### src/rtl/csr_pkg.sv
// ============================================================================
//  Module      : csr_pkg
//  Description : Shared CSR address map and mstatus/mcause bit positions for
//                the Hunter_RV32 CSR path. Honours CSR_MCOUNTINHIBIT_EN.
//  Revision    : 1.0 - initial release
// ============================================================================
`default_nettype none

package csr_pkg;

    typedef logic [11:0] csr_addr_t;

    localparam csr_addr_t CSR_MSTATUS       = 12'h300;
    localparam csr_addr_t CSR_MIE           = 12'h304;
    localparam csr_addr_t CSR_MTVEC         = 12'h305;
    localparam csr_addr_t CSR_MCOUNTINHIBIT = 12'h320;
    localparam csr_addr_t CSR_MSCRATCH      = 12'h340;
    localparam csr_addr_t CSR_MEPC          = 12'h341;
    localparam csr_addr_t CSR_MCAUSE        = 12'h342;
    localparam csr_addr_t CSR_MTVAL         = 12'h343;
    localparam csr_addr_t CSR_MIP           = 12'h344;
    localparam csr_addr_t CSR_MCYCLE        = 12'hB00;
    localparam csr_addr_t CSR_MCYCLE_ALIAS  = 12'hB01;
    localparam csr_addr_t CSR_MINSTRET      = 12'hB02;
    localparam csr_addr_t CSR_MCYCLEH       = 12'hB80;
    localparam csr_addr_t CSR_MINSTRETH     = 12'hB82;
    localparam csr_addr_t CSR_MHARTID       = 12'hF14;

    localparam int MSTATUS_MIE_BIT  = 3;
    localparam int MSTATUS_MPIE_BIT = 7;
    localparam int MSTATUS_MPP_LO   = 11;
    localparam int MSTATUS_MPP_HI   = 12;
    localparam int MCAUSE_INT_BIT   = 31;

    localparam int MCOUNTINHIBIT_CY_BIT = 0;
    localparam int MCOUNTINHIBIT_IR_BIT = 2;

    // Counter addresses are never forwarded; the forwarding unit uses this.
    function automatic logic csr_is_counter(input csr_addr_t addr);
        return (addr == CSR_MCYCLE) || (addr == CSR_MCYCLE_ALIAS) ||
               (addr == CSR_MINSTRET);
    endfunction

endpackage

`default_nettype wire

### src/rtl/csr_counter64.sv
// ============================================================================
//  Module      : csr_counter64
//  Description : 64-bit free-running counter with increment enable and
//                independent lo/hi write ports; lo overflow carries into hi.
//  Revision    : 1.0 - initial release
// ============================================================================
`default_nettype none

module csr_counter64 (
    input  logic        clk,
    input  logic        rst_n,
    input  logic        inc_i,
    input  logic        wr_lo_i,
    input  logic        wr_hi_i,
    input  logic [31:0] wr_data_i,
    output logic [63:0] count_o
);

    logic [63:0] count_q;
    logic [63:0] count_d;
    logic [63:0] w_count_inc;

    // A written half is replaced; the other half keeps the incremented value,
    // including any carry generated by the old lo half.
    always_comb begin
        w_count_inc = count_q + {63'd0, inc_i};
        count_d     = w_count_inc;
        if (wr_lo_i) begin
            count_d[31:0] = wr_data_i;
        end
        if (wr_hi_i) begin
            count_d[63:32] = wr_data_i;
        end
    end

    always_ff @(posedge clk) begin
        if (!rst_n) begin
            count_q <= 64'd0;
        end else begin
            count_q <= count_d;
        end
    end

    assign count_o = count_q;

endmodule

`default_nettype wire

### src/rtl/csr_reg_file.sv
// ============================================================================
//  Module      : csr_reg_file
//  Description : Machine-mode CSR storage for Hunter_RV32: EX read port,
//                WB write port, mcycle/minstret, trap entry and mret.
//                Optional mcountinhibit via CSR_MCOUNTINHIBIT_EN.
//  Revision    : 1.0 - initial release
// ============================================================================
`default_nettype none

module csr_reg_file
    import csr_pkg::*;
#(
    parameter logic [31:0] MTVEC_RESET = 32'h0000_0000,
    parameter logic [31:0] HART_ID     = 32'h0000_0000
) (
    input  logic        clk,
    input  logic        rst_n,
    input  logic [11:0] csrAddr_EX,
    output logic [31:0] csrRdData_EX,
    output logic        csrIllegal_EX,
    input  logic        csrWe_WB,
    input  logic [11:0] csrAddr_WB,
    input  logic [31:0] csrWrData_WB,
    input  logic        instRetire_WB,
    input  logic        trap_WB,
    input  logic [31:0] trapCause_WB,
    input  logic [31:0] trapPc_WB,
    input  logic        mret_WB,
    output logic [31:0] mtvec_o,
    output logic [31:0] mepc_o,
    output logic        mie_global_o
);

    logic        mstatus_mie_q,  mstatus_mie_d;
    logic        mstatus_mpie_q, mstatus_mpie_d;
    logic [31:0] mie_q,      mie_d;
    logic [31:0] mtvec_q,    mtvec_d;
    logic [31:0] mscratch_q, mscratch_d;
    logic [31:0] mepc_q,     mepc_d;
    logic [31:0] mcause_q,   mcause_d;
    logic [31:0] mtval_q,    mtval_d;

    logic [63:0] w_mcycle;
    logic [63:0] w_minstret;
    logic        w_cycle_inc;
    logic        w_instret_inc;

`ifdef CSR_MCOUNTINHIBIT_EN
    logic        inhibit_cy_q, inhibit_cy_d;
    logic        inhibit_ir_q, inhibit_ir_d;
`endif

    // ------------------------------------------------------------------
    // Next-state: WB write first, then mret, with trap overriding both.
    // ------------------------------------------------------------------
    always_comb begin
        mstatus_mie_d  = mstatus_mie_q;
        mstatus_mpie_d = mstatus_mpie_q;
        mie_d          = mie_q;
        mtvec_d        = mtvec_q;
        mscratch_d     = mscratch_q;
        mepc_d         = mepc_q;
        mcause_d       = mcause_q;
        mtval_d        = mtval_q;
`ifdef CSR_MCOUNTINHIBIT_EN
        inhibit_cy_d   = inhibit_cy_q;
        inhibit_ir_d   = inhibit_ir_q;
`endif

        if (csrWe_WB) begin
            case (csrAddr_WB)
                CSR_MSTATUS: begin
                    mstatus_mie_d  = csrWrData_WB[MSTATUS_MIE_BIT];
                    mstatus_mpie_d = csrWrData_WB[MSTATUS_MPIE_BIT];
                end
                CSR_MIE:      mie_d      = csrWrData_WB;
                CSR_MTVEC:    mtvec_d    = csrWrData_WB;
                CSR_MSCRATCH: mscratch_d = csrWrData_WB;
                CSR_MEPC:     mepc_d     = csrWrData_WB & ~32'd3;
                CSR_MCAUSE:   mcause_d   = csrWrData_WB;
                CSR_MTVAL:    mtval_d    = csrWrData_WB;
`ifdef CSR_MCOUNTINHIBIT_EN
                CSR_MCOUNTINHIBIT: begin
                    inhibit_cy_d = csrWrData_WB[MCOUNTINHIBIT_CY_BIT];
                    inhibit_ir_d = csrWrData_WB[MCOUNTINHIBIT_IR_BIT];
                end
`endif
                default: ;
            endcase
        end

        if (trap_WB) begin
            mepc_d         = trapPc_WB & ~32'd3;
            mcause_d       = trapCause_WB;
            mstatus_mpie_d = mstatus_mie_q;
            mstatus_mie_d  = 1'b0;
        end else if (mret_WB) begin
            mstatus_mie_d  = mstatus_mpie_q;
            mstatus_mpie_d = 1'b1;
        end
    end

    always_ff @(posedge clk) begin
        if (!rst_n) begin
            mstatus_mie_q  <= 1'b0;
            mstatus_mpie_q <= 1'b0;
            mie_q          <= 32'd0;
            mtvec_q        <= MTVEC_RESET;
            mscratch_q     <= 32'd0;
            mepc_q         <= 32'd0;
            mcause_q       <= 32'd0;
            mtval_q        <= 32'd0;
        end else begin
            mstatus_mie_q  <= mstatus_mie_d;
            mstatus_mpie_q <= mstatus_mpie_d;
            mie_q          <= mie_d;
            mtvec_q        <= mtvec_d;
            mscratch_q     <= mscratch_d;
            mepc_q         <= mepc_d;
            mcause_q       <= mcause_d;
            mtval_q        <= mtval_d;
        end
    end

`ifdef CSR_MCOUNTINHIBIT_EN
    always_ff @(posedge clk) begin
        if (!rst_n) begin
            inhibit_cy_q <= 1'b0;
            inhibit_ir_q <= 1'b0;
        end else begin
            inhibit_cy_q <= inhibit_cy_d;
            inhibit_ir_q <= inhibit_ir_d;
        end
    end

    assign w_cycle_inc   = ~inhibit_cy_q;
    assign w_instret_inc = instRetire_WB & ~inhibit_ir_q;
`else
    assign w_cycle_inc   = 1'b1;
    assign w_instret_inc = instRetire_WB;
`endif

    // ------------------------------------------------------------------
    // Counters; 0xB01 is read-only so it has no write enable.
    // ------------------------------------------------------------------
    csr_counter64 u_mcycle (
        .clk       (clk),
        .rst_n     (rst_n),
        .inc_i     (w_cycle_inc),
        .wr_lo_i   (csrWe_WB && (csrAddr_WB == CSR_MCYCLE)),
        .wr_hi_i   (csrWe_WB && (csrAddr_WB == CSR_MCYCLEH)),
        .wr_data_i (csrWrData_WB),
        .count_o   (w_mcycle)
    );

    csr_counter64 u_minstret (
        .clk       (clk),
        .rst_n     (rst_n),
        .inc_i     (w_instret_inc),
        .wr_lo_i   (csrWe_WB && (csrAddr_WB == CSR_MINSTRET)),
        .wr_hi_i   (csrWe_WB && (csrAddr_WB == CSR_MINSTRETH)),
        .wr_data_i (csrWrData_WB),
        .count_o   (w_minstret)
    );

    // ------------------------------------------------------------------
    // EX read port
    // ------------------------------------------------------------------
    always_comb begin
        csrRdData_EX  = 32'd0;
        csrIllegal_EX = 1'b0;
        case (csrAddr_EX)
            CSR_MSTATUS: begin
                csrRdData_EX[MSTATUS_MPP_HI:MSTATUS_MPP_LO] = 2'b11;
                csrRdData_EX[MSTATUS_MPIE_BIT]              = mstatus_mpie_q;
                csrRdData_EX[MSTATUS_MIE_BIT]               = mstatus_mie_q;
            end
            CSR_MIE:          csrRdData_EX = mie_q;
            CSR_MTVEC:        csrRdData_EX = mtvec_q;
            CSR_MSCRATCH:     csrRdData_EX = mscratch_q;
            CSR_MEPC:         csrRdData_EX = mepc_q;
            CSR_MCAUSE:       csrRdData_EX = mcause_q;
            CSR_MTVAL:        csrRdData_EX = mtval_q;
            CSR_MIP:          csrRdData_EX = 32'd0;
            CSR_MCYCLE:       csrRdData_EX = w_mcycle[31:0];
            CSR_MCYCLE_ALIAS: csrRdData_EX = w_mcycle[31:0];
            CSR_MINSTRET:     csrRdData_EX = w_minstret[31:0];
            CSR_MCYCLEH:      csrRdData_EX = w_mcycle[63:32];
            CSR_MINSTRETH:    csrRdData_EX = w_minstret[63:32];
            CSR_MHARTID:      csrRdData_EX = HART_ID;
`ifdef CSR_MCOUNTINHIBIT_EN
            CSR_MCOUNTINHIBIT: begin
                csrRdData_EX[MCOUNTINHIBIT_CY_BIT] = inhibit_cy_q;
                csrRdData_EX[MCOUNTINHIBIT_IR_BIT] = inhibit_ir_q;
            end
`endif
            default:          csrIllegal_EX = 1'b1;
        endcase
    end

    assign mtvec_o      = mtvec_q;
    assign mepc_o       = mepc_q;
    assign mie_global_o = mstatus_mie_q;

endmodule

`default_nettype wire
### config.mk
export PLATFORM = sky130hd
export DESIGN_NAME = csr_reg_file
export DESIGN_NICKNAME = d
export VERILOG_FILES = /design/src/rtl/csr_pkg.sv /design/src/rtl/csr_counter64.sv /design/src/rtl/csr_reg_file.sv
export SDC_FILE = /design/constraint.sdc
export NUM_CORES = 1
export LEC_CHECK = 0
export ABC_AREA = 1
export ABC_CLOCK_PERIOD_IN_PS = 5900
export CELL_PAD_IN_SITES_DETAIL_PLACEMENT = 1
export CELL_PAD_IN_SITES_GLOBAL_PLACEMENT = 1
export CORE_AREA = 2 2 212 214
export CTS_BUF_LIST = sky130_fd_sc_hd__clkbuf_4
export DETAILED_ROUTE_END_ITERATION = 10
export DIE_AREA = 0 0 214 216
export PLACE_DENSITY_LB_ADDON = 0.1
export SLEW_MARGIN = 5
export SYNTH_ARGS = -nofsm -noshare
export SYNTH_HDL_FRONTEND = slang
export SYNTH_SLANG_ARGS = --single-unit
### constraint.sdc
create_clock -name clk -period 5.9 [get_ports clk]
set_clock_uncertainty 0.2 [all_clocks]
set_input_delay 1.18 -clock clk [delete_from_list [all_inputs] [get_ports clk]]
set_output_delay 1.18 -clock clk [all_outputs]
set_load 0.005 [all_outputs]
# Word-level counts from Yosys, hierarchy flattened
# Cells that the tools add are included.
# word_totals
inputBits,126
ff_bits,320
output_inout_bits,98
# classes
n_bitwise,1
muxes,25
add_sub_neg,2
eq_ne,25
reduce_logical,22
# ops
operator,n
two-way mux 32 bit,10
one-hot mux 19 bit (10 select lines),1
== test 12 x 10 -> 1 bit (second input constant),15
== test 12 bit (second input constant),10
one-hot mux 3 bit (10 select lines),3
adder 64 x 1 -> 64 bit,1
adder 64 x 1 -> 64 bit (second input constant),1
one-hot mux 1 bit (11 select lines),2
one-hot mux 2 bit (11 select lines),1
AND reduction 2 bit,8
OR reduction 14 bit,1
nonzero test 2 bit,5
two-way mux 1 bit,8
nonzero test 3 bit,2
logical AND 1 bit,4
OR reduction 2 bit,2
NOT 1 bit,1

# Logic depth before layout (Yosys ltp)
# Gate-level depths: netlist of the first run.
# depth
ltp_word,5
mapped_depth,13
depth_no_buf,13

# Modules after synthesis
# A second synthesis of the first run with hierarchy kept.
# unflattened
cells_unflattened,3351
area_unflattened_um2,19932.9
# modules_own_cells
mod,area_per_inst_um2,seq_area_each_um2,n_inst,cells_each
csr_reg_file,10904.2,3843.7,1,1806
csr_counter64 at u_mcycle,4528.1,1281.2,1,771
csr_counter64 at u_minstret,4500.6,1281.2,1,774

# Least setup slack after synthesis of the first run
# Ideal clock, no wire load.
# synth_timing
path_kind,input-to-output
start,input port csrAddr_EX[0]
end,output port csrRdData_EX[15]
path_slack_ns,2.173
path_buffers,2
arrival_time_ns,2.347
stages,9
t_required_ns,4.520
cell_sequence,buf_2 inv_2 nand2_1 nor2_4 nand3_1 clkbuf_1 o22ai_1 nor2_1 nand3_1
# synth_between
elab_chain_len,3
elab_cells_between_ends,13
# synth_rtl
element,line,text
from (decl),csr_reg_file.sv:18,"input logic [11:0] csrAddr_EX,"
== test 12 bit,csr_reg_file.sv:172,case (csrAddr_EX)
OR reduction 2 bit (no line),n/a,
one-hot mux 19 bit (10 select lines) (*),csr_reg_file.sv:172,
to (decl),csr_reg_file.sv:19,"output logic [31:0] csrRdData_EX,"
# Mark *: on every way between the ends. The rest lies on a longest branch, timed or not.

# Worst setup path after layout of the first run
# layout_timing
start,input port csrAddr_EX[7]
end,output port csrRdData_EX[29]
# The elaborated chain is that of the path after synthesis.

==> out/results.env, run 1 <==
FIRST_GLOBAL_VIAS=23700
CLOCK-SINKS=320
GRT_PASS1_WL_MM=152
CORE_UM2=43800
FP-ROW-COUNT=77
VIAS=23700
MAXCAPVIOLCOUNT=0
ROUTED_WL_MM=105
DIE-HEIGHT_UM=216
FIRSTDRTPASSITERS=6
MOSTFREQUENTLAYOUTCELL='sky130_fd_sc_hd__nand2_1'
IOS=224
TIMING.FINAL.SETUP_VIOLATIONS=0
R2R-START='u_minstret.count_o[0]'
YS_FF_LATCH=320
AVGSYNTHCELLAREA_UM2=6.05
TIMING_HOLD_VIOLATIONS_FINAL=0
RUN_STATUS='finished, final reports clean'
CLKTRANSATPATHREGS_PS=60
SLOWEST_DELAY_PS=620
SLEW_VIOL_FINAL=0
P_LEAK_uW=0.00933
LAYOUT-DRIVE-GT1-SHARE_PCT=6.77
CP.REQUIRED_PS=4520
GLOBAL_ROUTE.USAGE.MET3_PCT=12.4
TIMING.CRITICAL_PATH.ARRIVAL_PS=4290
HOLD_PATH_STARTPOINT='mepc_o[23]'
CTSROOTBUFFERMASTER='sky130_fd_sc_hd__clkbuf_4'
YS_SEQ_AREA_SHARE_PCT=34.3
CTS_POST_SETUP_BUFFERS_INSERTED=0
CELLS_TRAVERSED_ALONG_THE_WORST_TIMING_PATH='clkdlybuf4s50_1 > nor2_1 > nand2_1 > nor2_1 > nand2_1 > o22ai_1 > nor3_1 > nand2_1 > clkdlybuf4s50_1'
ROUTE.DETAILED.WL_PER_INST_UM=26.4
SEQ_AREA_UM2=6410
TRITONCTS.NUM_BUFFERS=93
SETUP_REPAIR_AFTER_GLOBAL_ROUTING_MISSED_ITS_MARGIN='no'
GROUTE.USAGE.OVERALL_PCT=44.7
NETLIST-CELL-TYPE-COUNT=34
YOSYS-TOP-CELLS-AREA='sky130_fd_sc_hd__dfxtp_1 (34%), sky130_fd_sc_hd__nand2_1 (16%), sky130_fd_sc_hd__nor2_1 (9.6%), sky130_fd_sc_hd__o21ai_0 (8.3%), sky130_fd_sc_hd__inv_1 (8.0%)'
NNETSFINAL=3448
CRITPATHCAPTURETYPE='output pin'
FP.DIEAREA_UM2=46200
POST_CTS_RESIZED=0
PATH_CLASS='in2out'
TIMING.REG2REG.SETUP_SLACK_PS=3210
POST_ROUTE_DRC=0
CHIPWIDTH_UM=214
DRT.ANTENNA.VIOLATING_NETS=0
SYNTHESIS_TO_LAYOUT_AREA_GROWTH_PCT=21.5
POWER.DENSITY_CELL_AREA_nW_PER_UM2=214
TRITONCTS='yes'
CTS_MAX_PATH_BUFFERS=3
FINAL_PERIOD_MINUS_WORST_SETUP_SLACK_PS=5670
DETAILEDROUTE.FIRSTITERATIONVIOLATIONS=2515
SYNTH_CELLS=3089
IR_WORST_VDD_mV=0.178
FIN_CELLS=3986
WORST_PATH_MOST_REPEATED_CELL='sky130_fd_sc_hd__nand2_1'
POST_SYNTH_INSTANCE_AREA_UM2=18700
TOP_LIBRARY_CELLS_BY_USAGE_IN_THE_LAYOUT_FILL_AND_TAPS_ASIDE='sky130_fd_sc_hd__nand2_1 (783), sky130_fd_sc_hd__nor2_1 (479), sky130_fd_sc_hd__inv_1 (400)'
POSTCTSHOLDBUFS=0
POST-LAYOUT-TOTAL-POWER_uW=4850
NFILLCELLS=6068
IO_BUFFERS=219
GPL.FINAL_WEIGHTED_CONGESTION=1.01
TIGHTEST_SLEW_PS=1290
POST-DP-HPWL_MM=77.6
WORSTHOLDENDPOINT='mepc_o[23]'
CRIT_PATH_START_KIND='input pin'
MULTI_INPUT_AREA_UM2=10200
CRIT_PATH_TOP_DELAY_CELL='sky130_fd_sc_hd__o22ai_1'
HTREEDEPTH=3
POST-SYNTH-TOP-AREA-CELL='sky130_fd_sc_hd__dfxtp_1'
POST-PLACE-CELLS=3816
MAX-SLEW-MARGIN-REL_PCT=13.5
FIN_TNS_SETUP_PS=0
OVERFLOW=0
WORST_R2R_ENDPOINT='u_minstret.count_o[36]'
MET1_USE_GR_PCT=52.8
CRITICAL_PATH_PEAK_FANOUT=9
USE_MET2_PCT=67.2
HOLDCRITPATHCLASS='reg2reg'
SYNTH_TOP_AREA_SHARE_PCT=34.3
ACHIEVABLE-FREQUENCY_MHz=176
FINAL.HOLD.WORST_SLACK_PS=283
FINALCRITPERIODSHARE_PCT=96.1
TOP_USAGE_LAYER='met2'
VIAS_PER_CELL=5.94
YOSYSWARNINGS=0
WORST_R2R_PATH_CELLS=13
ANTENNA_FOUND_INITIAL=25
START_UTIL_PCT=42.6
PIN_COUNT_OF_THE_BIGGEST_NET_ENTERING_GLOBAL_ROUTING=85
CLOCK_INSERTION_DELAY_WORST_SKEW_PS=930
WHS_PATH_DEPTH=2
==> critical path: cells and delay by family <==
kind	cells	cell delay, ps
compound gates	1	620
buf+inv	2	1000
simple gates	6	1470
==> cells in the mapped netlist <==
library cell and number:
sky130_fd_sc_hd__a211oi_1 37, sky130_fd_sc_hd__a21oi_1 100, sky130_fd_sc_hd__a31oi_1 45, sky130_fd_sc_hd__and2_1 3, sky130_fd_sc_hd__buf_1 6, sky130_fd_sc_hd__buf_2 32
sky130_fd_sc_hd__buf_4 3, sky130_fd_sc_hd__clkbuf_1 101, sky130_fd_sc_hd__clkbuf_2 2, sky130_fd_sc_hd__clkinv_1 2, sky130_fd_sc_hd__conb_1 1, sky130_fd_sc_hd__dfxtp_1 320
sky130_fd_sc_hd__ha_1 3, sky130_fd_sc_hd__inv_1 400, sky130_fd_sc_hd__inv_2 3, sky130_fd_sc_hd__nand2_1 783, sky130_fd_sc_hd__nand3_1 213, sky130_fd_sc_hd__nand3_2 2
sky130_fd_sc_hd__nand3b_1 7, sky130_fd_sc_hd__nand4_1 82, sky130_fd_sc_hd__nor2_1 480, sky130_fd_sc_hd__nor2_2 10, sky130_fd_sc_hd__nor2_4 3, sky130_fd_sc_hd__nor3_1 18
sky130_fd_sc_hd__nor3_2 2, sky130_fd_sc_hd__nor3_4 1, sky130_fd_sc_hd__nor4_1 1, sky130_fd_sc_hd__o211ai_1 4, sky130_fd_sc_hd__o21ai_0 310, sky130_fd_sc_hd__o21ai_1 2
sky130_fd_sc_hd__o21bai_1 18, sky130_fd_sc_hd__o22ai_1 51, sky130_fd_sc_hd__xnor2_1 13, sky130_fd_sc_hd__xor2_1 31
==> per-layer routing <==
metal,wire [um],part of all wire (%)
met5,96,0.091
met4,9270,8.8
met2,45100,43
met1,39300,37
met3,11700,11
==> cell families after synthesis <==
| family | count (synthesis) | share of synthesized area [%] |
|---|---|---|
| AOI/OAI and AO/OA | 567 | 16.6 |
| xor gates and xnor gates | 44 | 2.06 |
| other | 1 | 0.0201 |
| adders and majority gates | 3 | 0.201 |
| buffers and inverters | 549 | 11.3 |
| DFF | 320 | 34.3 |
| and+or+nand+nor | 1605 | 35.5 |
==> where the power goes <==
group	internal [uW]	total (uW)	switching, uW
logic	152	440	288
registers	2190	2210	24.8
clock network	1090	2200	1100
==> stage by stage <==
| step | util [%] | worst slack (ps) | cell area (um2) |
|---|---|---|---|
| detailed placement | 49.1 | 390 | 21500 |
| floorplan | - | 2170 | 18700 |
| CTS | 51.7 | 385 | 22700 |
| global placement | 49.1 | 517 | 21500 |
| global route | 51.7 | 209 | 22700 |
| finish | 51.8 | 232 | 22700 |
==> registers in the layout, indices dropped and copies added (netlist names), 30 cells and up <==
register and cells:
mcause_q 32, u_mcycle.count_o 64, mscratch_q 32, mtvec_o 32, mie_q 32, u_minstret.count_o 64, mtval_q 32, mepc_o 30
==> worst max path at each step <==
stage | startpoint | to | slack, ps | cells past startpoint
finish | csrAddr_EX[7] | csrRdData_EX[29] | 230 | 9
global route | csrAddr_EX[7] | csrRdData_EX[14] | 210 | 10
CTS | csrAddr_EX[7] | csrRdData_EX[14] | 380 | 10
detailed placement | csrAddr_EX[7] | csrRdData_EX[14] | 390 | 10
global placement | csrAddr_EX[9] | csrRdData_EX[8] | 520 | 11
floorplan | csrAddr_EX[0] | csrRdData_EX[15] | 2170 | 9
==> layout make-up <==
class                           instances  share of cell area, %
Multi-Input combinational cell       2221                   44.9
Sequential cell                       320                   28.2
Timing Repair Buffer                  278                   11.7
Inverter                              405                   6.70
Clock buffer                          136                   4.50
Tap cell                              592                   3.26
Clock inverter                         23                  0.584
Antenna cell                           11                  0.121
(Power assumes the default switching activity.)
==> run 2, diff against run 1 <==
--- a/config.mk
+++ b/config.mk
@@ -13,6 +13,7 @@
 export CTS_BUF_LIST = sky130_fd_sc_hd__clkbuf_4
 export DETAILED_ROUTE_END_ITERATION = 10
 export DIE_AREA = 0 0 214 216
+export GPL_ROUTABILITY_DRIVEN = 0
 export PLACE_DENSITY_LB_ADDON = 0.1
 export SLEW_MARGIN = 5
 export SYNTH_ARGS = -nofsm -noshare
==> run 2 against run 1 <==
Against the previous run: first-iteration DRC count up 11%; wire length down 2.9%; critical path depth unchanged; sequential share of layout area down 0.10 points; hold slack worse by 1.2 ps; via count up 0.60%; cell count up 0.30%; combinational power down 1%.
==> out/results.env, run 2 (synthesis results as in run 1) <==
CRIT_PATH_END='csrRdData_EX[30]'
CRITPATHCAPTURETYPE='output pin'
FP.DIEAREA_UM2=46200
ROUTED_WL_MM=102
CTS_MAX_PATH_BUFFERS=3
TRITONCTS.NUM_BUFFERS=93
LAYOUT.CELL_AREA.NON_FILLER_UM2=22800
FIRSTDRTPASSITERS=7
CP.REQUIRED_PS=4520
NNETSFINAL=3444
ANTENNA_FOUND_INITIAL=21
TIMING.REG2REG.SETUP_SLACK_PS=3200
HTREEDEPTH=3
FIRST_GLOBAL_VIAS=23500
CTSROOTBUFFERMASTER='sky130_fd_sc_hd__clkbuf_4'
CRIT_PATH_START_KIND='input pin'
FIN_TNS_SETUP_PS=0
HOLDCRITPATHCLASS='reg2reg'
MULTI_INPUT_AREA_UM2=10200
POST_ROUTE_DRC=0
CLOCK_INSERTION_DELAY_WORST_SKEW_PS=880
MOSTFREQUENTLAYOUTCELL='sky130_fd_sc_hd__nand2_1'
PATH_CLASS='in2out'
GLOBAL_ROUTE.USAGE.MET3_PCT=12.3
SETUP_REPAIR_AFTER_GLOBAL_ROUTING_MISSED_ITS_MARGIN='no'
POWER.DENSITY_CELL_AREA_nW_PER_UM2=216
POSTCTSHOLDBUFS=0
FINAL.HOLD.WORST_SLACK_PS=282
DRT.ANTENNA.VIOLATING_NETS=0
SYNTHESIS_TO_LAYOUT_AREA_GROWTH_PCT=21.9
IR_WORST_VDD_mV=0.149
POST_CTS_RESIZED=0
ROUTE.DETAILED.WL_PER_INST_UM=25.6
MAXCAPVIOLCOUNT=0
VIAS=23800
FINAL_PERIOD_MINUS_WORST_SETUP_SLACK_PS=5740
WORST_R2R_ENDPOINT='u_minstret.count_o[46]'
WORST_R2R_PATH_CELLS=13
TIMING.CRITICAL_PATH.ARRIVAL_PS=4360
IO_BUFFERS=219
CHIPWIDTH_UM=214
USE_MET2_PCT=63.5
TIGHTEST_SLEW_PS=1300
NFILLCELLS=6114
OVERFLOW=0
GRT_PASS1_WL_MM=148
GROUTE.USAGE.OVERALL_PCT=43.2
CLOCK-SINKS=320
FP-ROW-COUNT=77
DETAILEDROUTE.FIRSTITERATIONVIOLATIONS=2790
CRITICAL_PATH_PEAK_FANOUT=27
RUN_STATUS='finished, final reports clean'
MAX-SLEW-MARGIN-REL_PCT=12.9
PIN_COUNT_OF_THE_BIGGEST_NET_ENTERING_GLOBAL_ROUTING=219
CTS_POST_SETUP_BUFFERS_INSERTED=0
CLKTRANSATPATHREGS_PS=60
SLEW_VIOL_FINAL=0
DIE-HEIGHT_UM=216
ACHIEVABLE-FREQUENCY_MHz=174
TIMING.FINAL.SETUP_VIOLATIONS=0
START_UTIL_PCT=42.6
VIAS_PER_CELL=5.96
SEQ_AREA_UM2=6410
FINALCRITPERIODSHARE_PCT=97.2
TOP_USAGE_LAYER='met2'
POST-DP-HPWL_MM=74.1
DETAILED_PLACE.AREA_UM2=21500
CORE_UM2=43800
TRITONCTS='yes'
TIMING_HOLD_VIOLATIONS_FINAL=0
P_LEAK_uW=0.00937
POST-LAYOUT-TOTAL-POWER_uW=4930
TOP_LIBRARY_CELLS_BY_USAGE_IN_THE_LAYOUT_FILL_AND_TAPS_ASIDE='sky130_fd_sc_hd__nand2_1 (783), sky130_fd_sc_hd__nor2_1 (479), sky130_fd_sc_hd__inv_1 (400)'
IOS=224
SETUP.WORST_PATH.START='csrAddr_EX[0]'
MET1_USE_GR_PCT=52.1
LAYOUT-DRIVE-GT1-SHARE_PCT=6.97
R2R-START='u_minstret.count_o[0]'
## run 2: cell count changes in the layout (fill, tap and decap cells not counted)
cell / previous run / this run
sky130_fd_sc_hd__clkinvlp_4: 1 / 0
sky130_fd_sc_hd__diode_2: 11 / 18
sky130_fd_sc_hd__inv_6: 1 / 0
sky130_fd_sc_hd__inv_2: 4 / 2
sky130_fd_sc_hd__clkinv_4: 2 / 3
sky130_fd_sc_hd__buf_12: 2 / 3
sky130_fd_sc_hd__buf_4: 58 / 53
sky130_fd_sc_hd__clkbuf_4: 136 / 150
sky130_fd_sc_hd__clkinv_1: 17 / 15
## run 2: cell type report
cell class / instances / share of cell area (%)
tap: 592 / 3.25
multi-input combinational: 2221 / 44.8
sequential: 320 / 28.1
antenna: 18 / 0.198
timing repair buffer: 274 / 11.6
clock inverter: 18 / 0.483
clock buffer: 150 / 4.94
inverter: 405 / 6.68
## run 2: power breakdown
group	internal [uW]	switching (uW)
Clock	1190	1090
Sequential	2190	24.0
Combinational	154	281
Total	3530	1400
## run 2: worst max-delay path, stage by stage
cell and delay (ps):
sky130_fd_sc_hd__clkdlybuf4s50_1 530, sky130_fd_sc_hd__buf_4 300, sky130_fd_sc_hd__nor2_2 90, sky130_fd_sc_hd__nand3_1 90
sky130_fd_sc_hd__buf_4 400, sky130_fd_sc_hd__o22ai_1 260, sky130_fd_sc_hd__nor3_1 750, sky130_fd_sc_hd__nand2_1 200
sky130_fd_sc_hd__clkdlybuf4s50_1 510
## run 2: worst min-delay path by stage
stage / cells past startpoint / startpoint / to
2_1_floorplan: 2 / mie_q[13] / mie_q[13]
3_3_place_gp: 2 / mie_q[5] / mie_q[5]
3_5_place_dp: 2 / mcause_q[23] / mcause_q[23]
4_1_cts: 2 / mcause_q[23] / mcause_q[23]
5_1_grt: 2 / mepc_o[31] / mepc_o[31]
6_report: 2 / mcause_q[22] / mcause_q[22]
## run 2: per-stage QoR
step                instances  setup slack [ps]  util, %
floorplan                3090              2170        -
global placement         3812               541     49.1
detailed placement       3812               521     49.1
CTS                      3980               530     51.9
global route             3983               159     51.9
finish                   3998               162     52.0
## run 2: metal layers
| layer | part of all wire [%] | vias up |
|---|---|---|
| li1 | - | 10500 |
| met2 | 42 | 1582 |
| met5 | 0.022 | - |
| met3 | 11 | 447 |
| met1 | 37 | 11300 |
| met4 | 9.4 | 4 |
